## src/rtl/mem_access_unit_if.sv

```systemverilog
// mem_access_unit_if: req/ack data-bus bundle between the load/store unit
// (master) and the memory system (slave).
//   bus_req   master->slave  request, held until ack or abort
//   bus_we    master->slave  1 = write
//   bus_addr  master->slave  word-aligned byte address (ADDR_W bits)
//   bus_wstrb master->slave  byte write enables
//   bus_wdata master->slave  lane-steered store data
//   bus_ack   slave->master  completion, only meaningful while bus_req=1
//   bus_rdata slave->master  read word, sampled on the ack cycle
interface mem_access_unit_if #(
  parameter int unsigned ADDR_W = 32
);
  logic              bus_req;
  logic              bus_we;
  logic [ADDR_W-1:0] bus_addr;
  logic [3:0]        bus_wstrb;
  logic [31:0]       bus_wdata;
  logic              bus_ack;
  logic [31:0]       bus_rdata;

  modport master (
    output bus_req, bus_we, bus_addr, bus_wstrb, bus_wdata,
    input  bus_ack, bus_rdata
  );

  modport slave (
    input  bus_req, bus_we, bus_addr, bus_wstrb, bus_wdata,
    output bus_ack, bus_rdata
  );
endinterface

```

## src/rtl/mem_access_unit.sv

```systemverilog
// mem_access_unit: load/store unit behind the core's M stage. Runs each
// M-stage access as one req/ack bus transaction, stalls the core until it
// completes, steers store bytes, formats load data, aborts on bus timeout.
// Ports:
//   clk, rst        clock, synchronous active-low reset
//   opM             M-stage opcode (LB/LH/LW/LBU/LHU/SB/SH/SW, else word)
//   MemReadM/WriteM access request (write wins when both set)
//   EXResultM       byte address; WriteDataM store data
//   ReadDataM       formatted load result, held until the next capture
//   mem_stall       holds F/D/E/M; bus_err one-cycle timeout pulse
//   bus             mem_access_unit_if.master data bus
// Optional: define MEM_ADDR_EXC_EN to add adel/ades misaligned-access
// exception outputs; otherwise misaligned addresses are aligned down.
module mem_access_unit #(
  parameter int unsigned TIMEOUT = 255,
  parameter int unsigned ADDR_W  = 32
) (
  input  logic        clk,
  input  logic        rst,
  input  logic [5:0]  opM,
  input  logic        MemReadM,
  input  logic        MemWriteM,
  input  logic [31:0] EXResultM,
  input  logic [31:0] WriteDataM,
  output logic [31:0] ReadDataM,
  output logic        mem_stall,
  output logic        bus_err,
`ifdef MEM_ADDR_EXC_EN
  output logic        adel,
  output logic        ades,
`endif
  mem_access_unit_if.master bus
);

  localparam logic [5:0] OP_LB  = 6'h20;
  localparam logic [5:0] OP_LH  = 6'h21;
  localparam logic [5:0] OP_LBU = 6'h24;
  localparam logic [5:0] OP_LHU = 6'h25;
  localparam logic [5:0] OP_SB  = 6'h28;
  localparam logic [5:0] OP_SH  = 6'h29;

  localparam int unsigned CNT_W = (TIMEOUT < 2) ? 1 : $clog2(TIMEOUT + 1);

  typedef enum logic [1:0] {IDLE, REQ, DONE} state_t;

  state_t           r_state, w_state_n;
  logic [5:0]       r_op;
  logic [1:0]       r_lo;
  logic [CNT_W-1:0] r_cnt;

  logic        w_access, w_we, w_sb, w_sh, w_stall, w_start, w_to_hit;
  logic [3:0]  w_wstrb;
  logic [31:0] w_wdata, w_addr_al, w_fmt;
  logic [7:0]  w_byte;
  logic [15:0] w_half;
`ifdef MEM_ADDR_EXC_EN
  logic w_misal, w_exc, w_is_half, w_is_word;
`endif

  assign w_access  = MemReadM | MemWriteM;
  assign w_we      = MemWriteM;
  assign w_sb      = w_we && (opM == OP_SB);
  assign w_sh      = w_we && (opM == OP_SH);
  assign w_addr_al = {EXResultM[31:2], 2'b00};

  // Store lane steering; loads never assert strobes.
  always_comb begin
    w_wstrb = '0;
    w_wdata = WriteDataM;
    if (w_sb) begin
      w_wstrb = 4'b0001 << EXResultM[1:0];
      w_wdata = {4{WriteDataM[7:0]}};
    end else if (w_sh) begin
      w_wstrb = EXResultM[1] ? 4'b1100 : 4'b0011;
      w_wdata = {2{WriteDataM[15:0]}};
    end else if (w_we) begin
      w_wstrb = '1;
    end
  end

`ifdef MEM_ADDR_EXC_EN
  // Access size depends on direction: a store-only opcode on a load is a word.
  assign w_is_half = w_we ? w_sh : ((opM == OP_LH) || (opM == OP_LHU));
  assign w_is_word = w_we ? !(w_sb || w_sh)
                          : !((opM == OP_LB) || (opM == OP_LBU) ||
                              (opM == OP_LH) || (opM == OP_LHU));
  assign w_misal   = (w_is_half && EXResultM[0]) ||
                     (w_is_word && (EXResultM[1:0] != 2'b00));
`endif

  // Load formatting from the latched opcode/low address bits.
  always_comb begin
    unique case (r_lo)
      2'd0:    w_byte = bus.bus_rdata[7:0];
      2'd1:    w_byte = bus.bus_rdata[15:8];
      2'd2:    w_byte = bus.bus_rdata[23:16];
      default: w_byte = bus.bus_rdata[31:24];
    endcase
    w_half = r_lo[1] ? bus.bus_rdata[31:16] : bus.bus_rdata[15:0];
    unique case (r_op)
      OP_LB:   w_fmt = {{24{w_byte[7]}}, w_byte};
      OP_LBU:  w_fmt = {24'h0, w_byte};
      OP_LH:   w_fmt = {{16{w_half[15]}}, w_half};
      OP_LHU:  w_fmt = {16'h0, w_half};
      default: w_fmt = bus.bus_rdata;
    endcase
  end

  assign w_to_hit = (TIMEOUT != 0) && (32'(r_cnt) == TIMEOUT - 1);

  always_ff @(posedge clk) begin
    if (!rst) r_state <= IDLE;
    else      r_state <= w_state_n;
  end

  always_comb begin
    w_state_n = r_state;
    w_stall   = 1'b0;
    w_start   = 1'b0;
`ifdef MEM_ADDR_EXC_EN
    w_exc     = 1'b0;
`endif
    case (r_state)
      IDLE: begin
        if (w_access) begin
`ifdef MEM_ADDR_EXC_EN
          if (w_misal) w_exc = 1'b1;
          else
`endif
          begin
            w_start   = 1'b1;
            w_stall   = 1'b1;
            w_state_n = REQ;
          end
        end
      end
      REQ: begin
        w_stall = 1'b1;
        if (bus.bus_ack || w_to_hit) w_state_n = DONE;
      end
      default: w_state_n = IDLE;
    endcase
  end

  assign mem_stall   = w_stall & rst;
  assign bus.bus_req = (r_state == REQ);

  always_ff @(posedge clk) begin
    if (!rst) begin
      ReadDataM     <= '0;
      bus_err       <= 1'b0;
      bus.bus_we    <= 1'b0;
      bus.bus_addr  <= '0;
      bus.bus_wstrb <= '0;
      bus.bus_wdata <= '0;
      r_op          <= '0;
      r_lo          <= '0;
      r_cnt         <= '0;
`ifdef MEM_ADDR_EXC_EN
      adel          <= 1'b0;
      ades          <= 1'b0;
`endif
    end else begin
      bus_err <= 1'b0;
`ifdef MEM_ADDR_EXC_EN
      adel    <= 1'b0;
      ades    <= 1'b0;
      if (w_exc) begin
        adel      <= !w_we;
        ades      <= w_we;
        ReadDataM <= '0;
      end
`endif
      if (w_start) begin
        bus.bus_we    <= w_we;
        bus.bus_addr  <= ADDR_W'(w_addr_al);
        bus.bus_wstrb <= w_wstrb;
        bus.bus_wdata <= w_wdata;
        r_op          <= opM;
        r_lo          <= EXResultM[1:0];
      end
      if (r_state == REQ) begin
        if (bus.bus_ack) begin
          ReadDataM <= w_fmt;
          r_cnt     <= '0;
        end else if (w_to_hit) begin
          ReadDataM <= '0;
          bus_err   <= 1'b1;
          r_cnt     <= '0;
        end else begin
          r_cnt     <= r_cnt + 1'b1;
        end
      end
    end
  end

endmodule
```

## src/flat_wrapper.sv

```systemverilog
// flat-port wrapper written by rule: the top's interface ports become plain ports
module mem_access_unit_flat 
#(
  parameter int unsigned TIMEOUT = 255,
  parameter int unsigned ADDR_W  = 32
)
  (clk, rst, opM, MemReadM, MemWriteM, EXResultM, WriteDataM, ReadDataM, mem_stall, bus_err, bus_bus_req, bus_bus_we, bus_bus_addr, bus_bus_wstrb, bus_bus_wdata, bus_bus_ack, bus_bus_rdata);
  mem_access_unit_if #(.ADDR_W(ADDR_W)) bus_i ();
  input  logic clk;
  input  logic rst;
  input  logic [5:0] opM;
  input  logic MemReadM;
  input  logic MemWriteM;
  input  logic [31:0] EXResultM;
  input  logic [31:0] WriteDataM;
  output logic [31:0] ReadDataM;
  output logic mem_stall;
  output logic bus_err;
  output wire logic [$bits(bus_i.bus_req)-1:0] bus_bus_req;
  output wire logic [$bits(bus_i.bus_we)-1:0] bus_bus_we;
  output wire logic [$bits(bus_i.bus_addr)-1:0] bus_bus_addr;
  output wire logic [$bits(bus_i.bus_wstrb)-1:0] bus_bus_wstrb;
  output wire logic [$bits(bus_i.bus_wdata)-1:0] bus_bus_wdata;
  input wire logic [$bits(bus_i.bus_ack)-1:0] bus_bus_ack;
  input wire logic [$bits(bus_i.bus_rdata)-1:0] bus_bus_rdata;
  assign bus_bus_req = bus_i.bus_req;
  assign bus_bus_we = bus_i.bus_we;
  assign bus_bus_addr = bus_i.bus_addr;
  assign bus_bus_wstrb = bus_i.bus_wstrb;
  assign bus_bus_wdata = bus_i.bus_wdata;
  assign bus_i.bus_ack = bus_bus_ack;
  assign bus_i.bus_rdata = bus_bus_rdata;
  mem_access_unit #(.TIMEOUT(TIMEOUT), .ADDR_W(ADDR_W)) u_core (.clk(clk), .rst(rst), .opM(opM), .MemReadM(MemReadM), .MemWriteM(MemWriteM), .EXResultM(EXResultM), .WriteDataM(WriteDataM), .ReadDataM(ReadDataM), .mem_stall(mem_stall), .bus_err(bus_err), .bus(bus_i));
endmodule
```

## config.mk

```make
export PLATFORM = sky130hd
export DESIGN_NAME = mem_access_unit_flat
export DESIGN_NICKNAME = d
export VERILOG_FILES = /design/src/rtl/mem_access_unit_if.sv /design/src/rtl/mem_access_unit.sv /design/src/flat_wrapper.sv
export SDC_FILE = /design/constraint.sdc
export NUM_CORES = 1
export LEC_CHECK = 0
export ABC_AREA = 1
export CAP_MARGIN = 20
export CORE_UTILIZATION = 40
export DETAILED_ROUTE_END_ITERATION = 10
export PLACE_DENSITY = 0.83
export SLEW_MARGIN = 20
export SYNTH_ARGS = -nofsm -noshare
export SYNTH_HDL_FRONTEND = slang
export SYNTH_SLANG_ARGS = --single-unit
```

## constraint.sdc

```tcl
create_clock -name clk -period 1.7 [get_ports clk]
set_clock_uncertainty 0.1 [all_clocks]
set_input_delay 0.34 -clock clk [delete_from_list [all_inputs] [get_ports clk]]
set_output_delay 0.34 -clock clk [all_outputs]
set_load 0.05 [all_outputs]
```

==> impl_metrics.json <==
{
  "clock_latency_ns": 0.41,
  "worstPathArrival_ns": 1.27,
  "finalCriticalPeriod_ns": 1.71,
  "ys_types": 35,
  "synth_area_sq_um": 5660,
  "outcome": "complete, but fails checks",
  "tightest_slew_ns": 0.533,
  "die_y_microns": 121,
  "grt-ovfl-total": 0,
  "crit_type": "flip-flop to primary output",
  "post-place-ws_ns": -0.299,
  "nFillCells": 1210,
  "synth_largest_area_cell": "dfxtp_1",
  "crit_chain": "nor2_4, nand2_4, a21oi_4, buf_12",
  "post-dp-hpwl_microns": 12600,
  "pin_count": 211,
  "htreeDepth": 4,
  "hold_path.startpoint": "rst",
  "dr.pass1.iters": 6,
  "fin_util_pct": 63.0,
  "reg2regPathDepth": 9,
  "yosysTopAreaCellShare_pct": 41.8,
  "design_area_sq_um": 8710,
  "clockBufferDepth": 2,
  "endpoint_kind": "primary output",
  "synth_cells": 841,
  "grt_usage_pct": 24.9,
  "grt_pass1_vias": 5929,
  "hold_class": "primary input to flip-flop",
  "clkSinkCount": 118,
  "startpoint_type": "flip-flop",
  "coreArea_sq_um": 13800,
  "drc": 0,
  "drive_gt1_share_pct": 20.7,
  "routedWlPerCell_microns": 13.8,
  "syn_area_per_cell_sq_um": 6.73,
  "drt_wl_total_microns": 17500,
  "portBuffers": 208,
  "p_leak_nw": 4.18,
  "worst-path-max-fanout": 2,
  "hold_depth": 4,
  "whs_ns": 0.340,
  "fmax_ghz": 0.585,
  "cts-root-buf": "clkbuf_16",
  "crit-reg2reg-launch": "u_core.r_lo[1]$_SDFFE_PN0P_",
  "fp-row-count": 43,
  "startpoint": "u_core.r_state[1]$_SDFFE_PN0P_",
  "gp_congestion": 0.956,
  "postPlaceCellArea_sq_um": 8090,
  "area_delta_synth_final_pct": 54.0,
  "powerDensity_nw_per_um2": 1070,
  "fin_nets": 1180,
  "rsz0062_at_grt": "true",
  "clk_pin_slew_ns": 0.06,
  "cp_data_required_time_ns": 1.26,
  "slew_viol_final": 0,
  "initial_core_util_pct": 40.9,
  "vdd_drop_max_mv": 0.758,
  "max_slew_margin_pct": 64.5,
  "ys_seq_area_share_pct": 41.8,
  "critical_path.max_stage_delay_ns": 0.34,
  "viasPerCell": 4.94,
  "numCtsBuffers": 17,
  "antenna_found_initial": 1,
  "cpMaxStageDelayCell": "dfxtp_2",
  "first_iter_violations": 488,
  "via_count": 6249,
  "p_total_w": 0.00936,
  "ys_warn_count": 0,
  "grt_max_degree": 58,
  "drtAntennaViolNets": 0,
  "maxCapViolCount": 0,
  "synthTopCellsByArea": "dfxtp_1 42%, nor2_1 11%, nand2_1 10%",
  "hold_violations": 0,
  "dieArea_sq_um": 14600,
  "setup_viol_count_final": 1,
  "worst_slack_ns": -0.0100,
  "finalCritPeriodShare_pct": 101,
  "cts_tree": "done",
  "synth-seq-cells": 118,
  "grt_pass1_wl_microns": 28400,
  "fp.dieW_microns": 121,
  "violations": "setup timing"
}
[cell usage in the layout, fill, tap and decap left out, types with 2 or more instances in the layout]
master,netlist,layout
buf_12,1,22
clkinv_4,0,4
clkinv_2,0,3
xor2_1,2,2
nand2_2,14,16
inv_2,4,7
nor2_4,2,3
clkdlybuf4s50_1,0,103
conb_1,1,2
nor2_1,161,160
clkbuf_16,0,17
nand2_4,2,4
clkinvlp_4,0,3
buf_4,10,129
nand4_1,2,2
o211ai_1,14,14
a211oi_1,9,9
dfxtp_1,118,116
nand3_1,48,48
inv_1,86,83
ha_1,2,2
nor2_2,2,2
a21oi_1,85,84
xnor2_1,2,2
o21ai_0,76,76
dfxtp_2,0,2
clkbuf_8,0,2
inv_6,0,3
clkinv_1,3,3
nand2_1,151,146
[metal layers]
metal	vias to the layer above	track usage [%]	part of all wire [%]
li1	3149	-	-
met2	290	41.9	47
met5	-	0	0.074
met4	2	8.33	1.7
met3	30	8.41	9.5
met1	2778	29.6	41
[stage by stage]
step | TNS [ns] | std cells
floorplan | -0.315 | 842
detailed placement | -20.51 | 1229
global placement | -17.93 | 1229
finish | -0.0100 | 1265
CTS | -0.0830 | 1263
global route | -0.106 | 1264
[report_power, final]
part / internal (W) / total, W / switching (W)
registers: 0.00303 / 0.00320 / 0.000169
clock network: 0.00195 / 0.00332 / 0.00137
logic: 0.00104 / 0.00283 / 0.00179
[worst paths after layout]
check | to | slack (ns)
setup reg to reg | u_core.ReadDataM[14]$_SDFFE_PN0P_ | 0.11
hold reg to reg | u_core.ReadDataM[4]$_SDFFE_PN0P_ | 0.37
setup / recovery | mem_stall | -0.01
hold / removal | u_core.bus.bus_wstrb[0]$_SDFFE_PN0P_ | 0.34
[cell usage after synthesis]
library cell	n
xnor2_1	2
conb_1	1
nor2_1	161
clkinv_1	3
o21a_1	1
xor2_1	2
buf_4	10
nor2_2	2
buf_1	4
nor3_1	1
a211oi_1	9
o22ai_1	1
nand2_2	14
nor2_4	2
o211ai_1	14
nand3_4	1
nand2_1	151
o2111ai_1	1
dfxtp_1	118
o21ai_1	1
a21oi_1	85
clkbuf_1	15
buf_6	1
or2_2	1
nand3_2	1
nand4_1	2
buf_12	1
nand3_1	48
nor4_1	1
buf_2	17
inv_2	4
nand2_4	2
inv_1	86
o21ai_0	76
ha_1	2
[state kept, by name, indices dropped and copies added (netlist names)]
| name | count |
|---|---|
| u_core.r_state | 2 |
| u_core.bus_err | 1 |
| u_core.bus.bus_wstrb | 4 |
| u_core.bus.bus_we | 1 |
| u_core.r_cnt | 8 |
| u_core.r_lo | 2 |
| u_core.r_op | 6 |
| u_core.ReadDataM | 32 |
| u_core.bus.bus_addr | 30 |
| u_core.bus.bus_wdata | 32 |
[cell families (layout without fill, tap and decap cells)]
| group | after synthesis | after routing | synth area share [%] |
|---|---|---|---|
| buffers and inverters | 141 | 383 | 10.8 |
| and+or+nand+nor | 387 | 387 | 28.5 |
| DFF | 118 | 118 | 41.8 |
| other | 1 | 3 | 0.0663 |
| xor gates and xnor gates | 4 | 4 | 0.619 |
| AOI/OAI and AO/OA | 188 | 188 | 17.8 |
| adders and majority gates | 2 | 2 | 0.442 |
[what timing repair did]
action | CTS | global route
gates resized for setup | 12 | 6
pin swaps | 3 | 3
hold buffers | 0 | 0
buffers inserted | 2 | 1
endpoints found under the hold margin | 0 | 0
endpoints found under the setup margin | 2 | 30
[layout make-up]
| cell class | instances | area (sq um) | area share, % |
|---|---|---|---|
| antenna | 1 | 2.50 | 0.0287 |
| multi-input combinational | 583 | 2740 | 31.5 |
| inverter | 93 | 349 | 4.01 |
| timing repair buffer | 258 | 2480 | 28.4 |
| sequential | 118 | 2360 | 27.1 |
| clock inverter | 13 | 98.8 | 1.13 |
| clock buffer | 19 | 453 | 5.20 |
| tap | 180 | 225 | 2.58 |
[worst max-delay path, delay by kind of cell, from the launching register on]
kind,cells,cell delay (ns)
DFF,1,0.34
and+or+nand+nor,2,0.20
AOI/OAI and AO/OA,1,0.16
buffers and inverters,1,0.15
(Power assumes the default switching activity.)
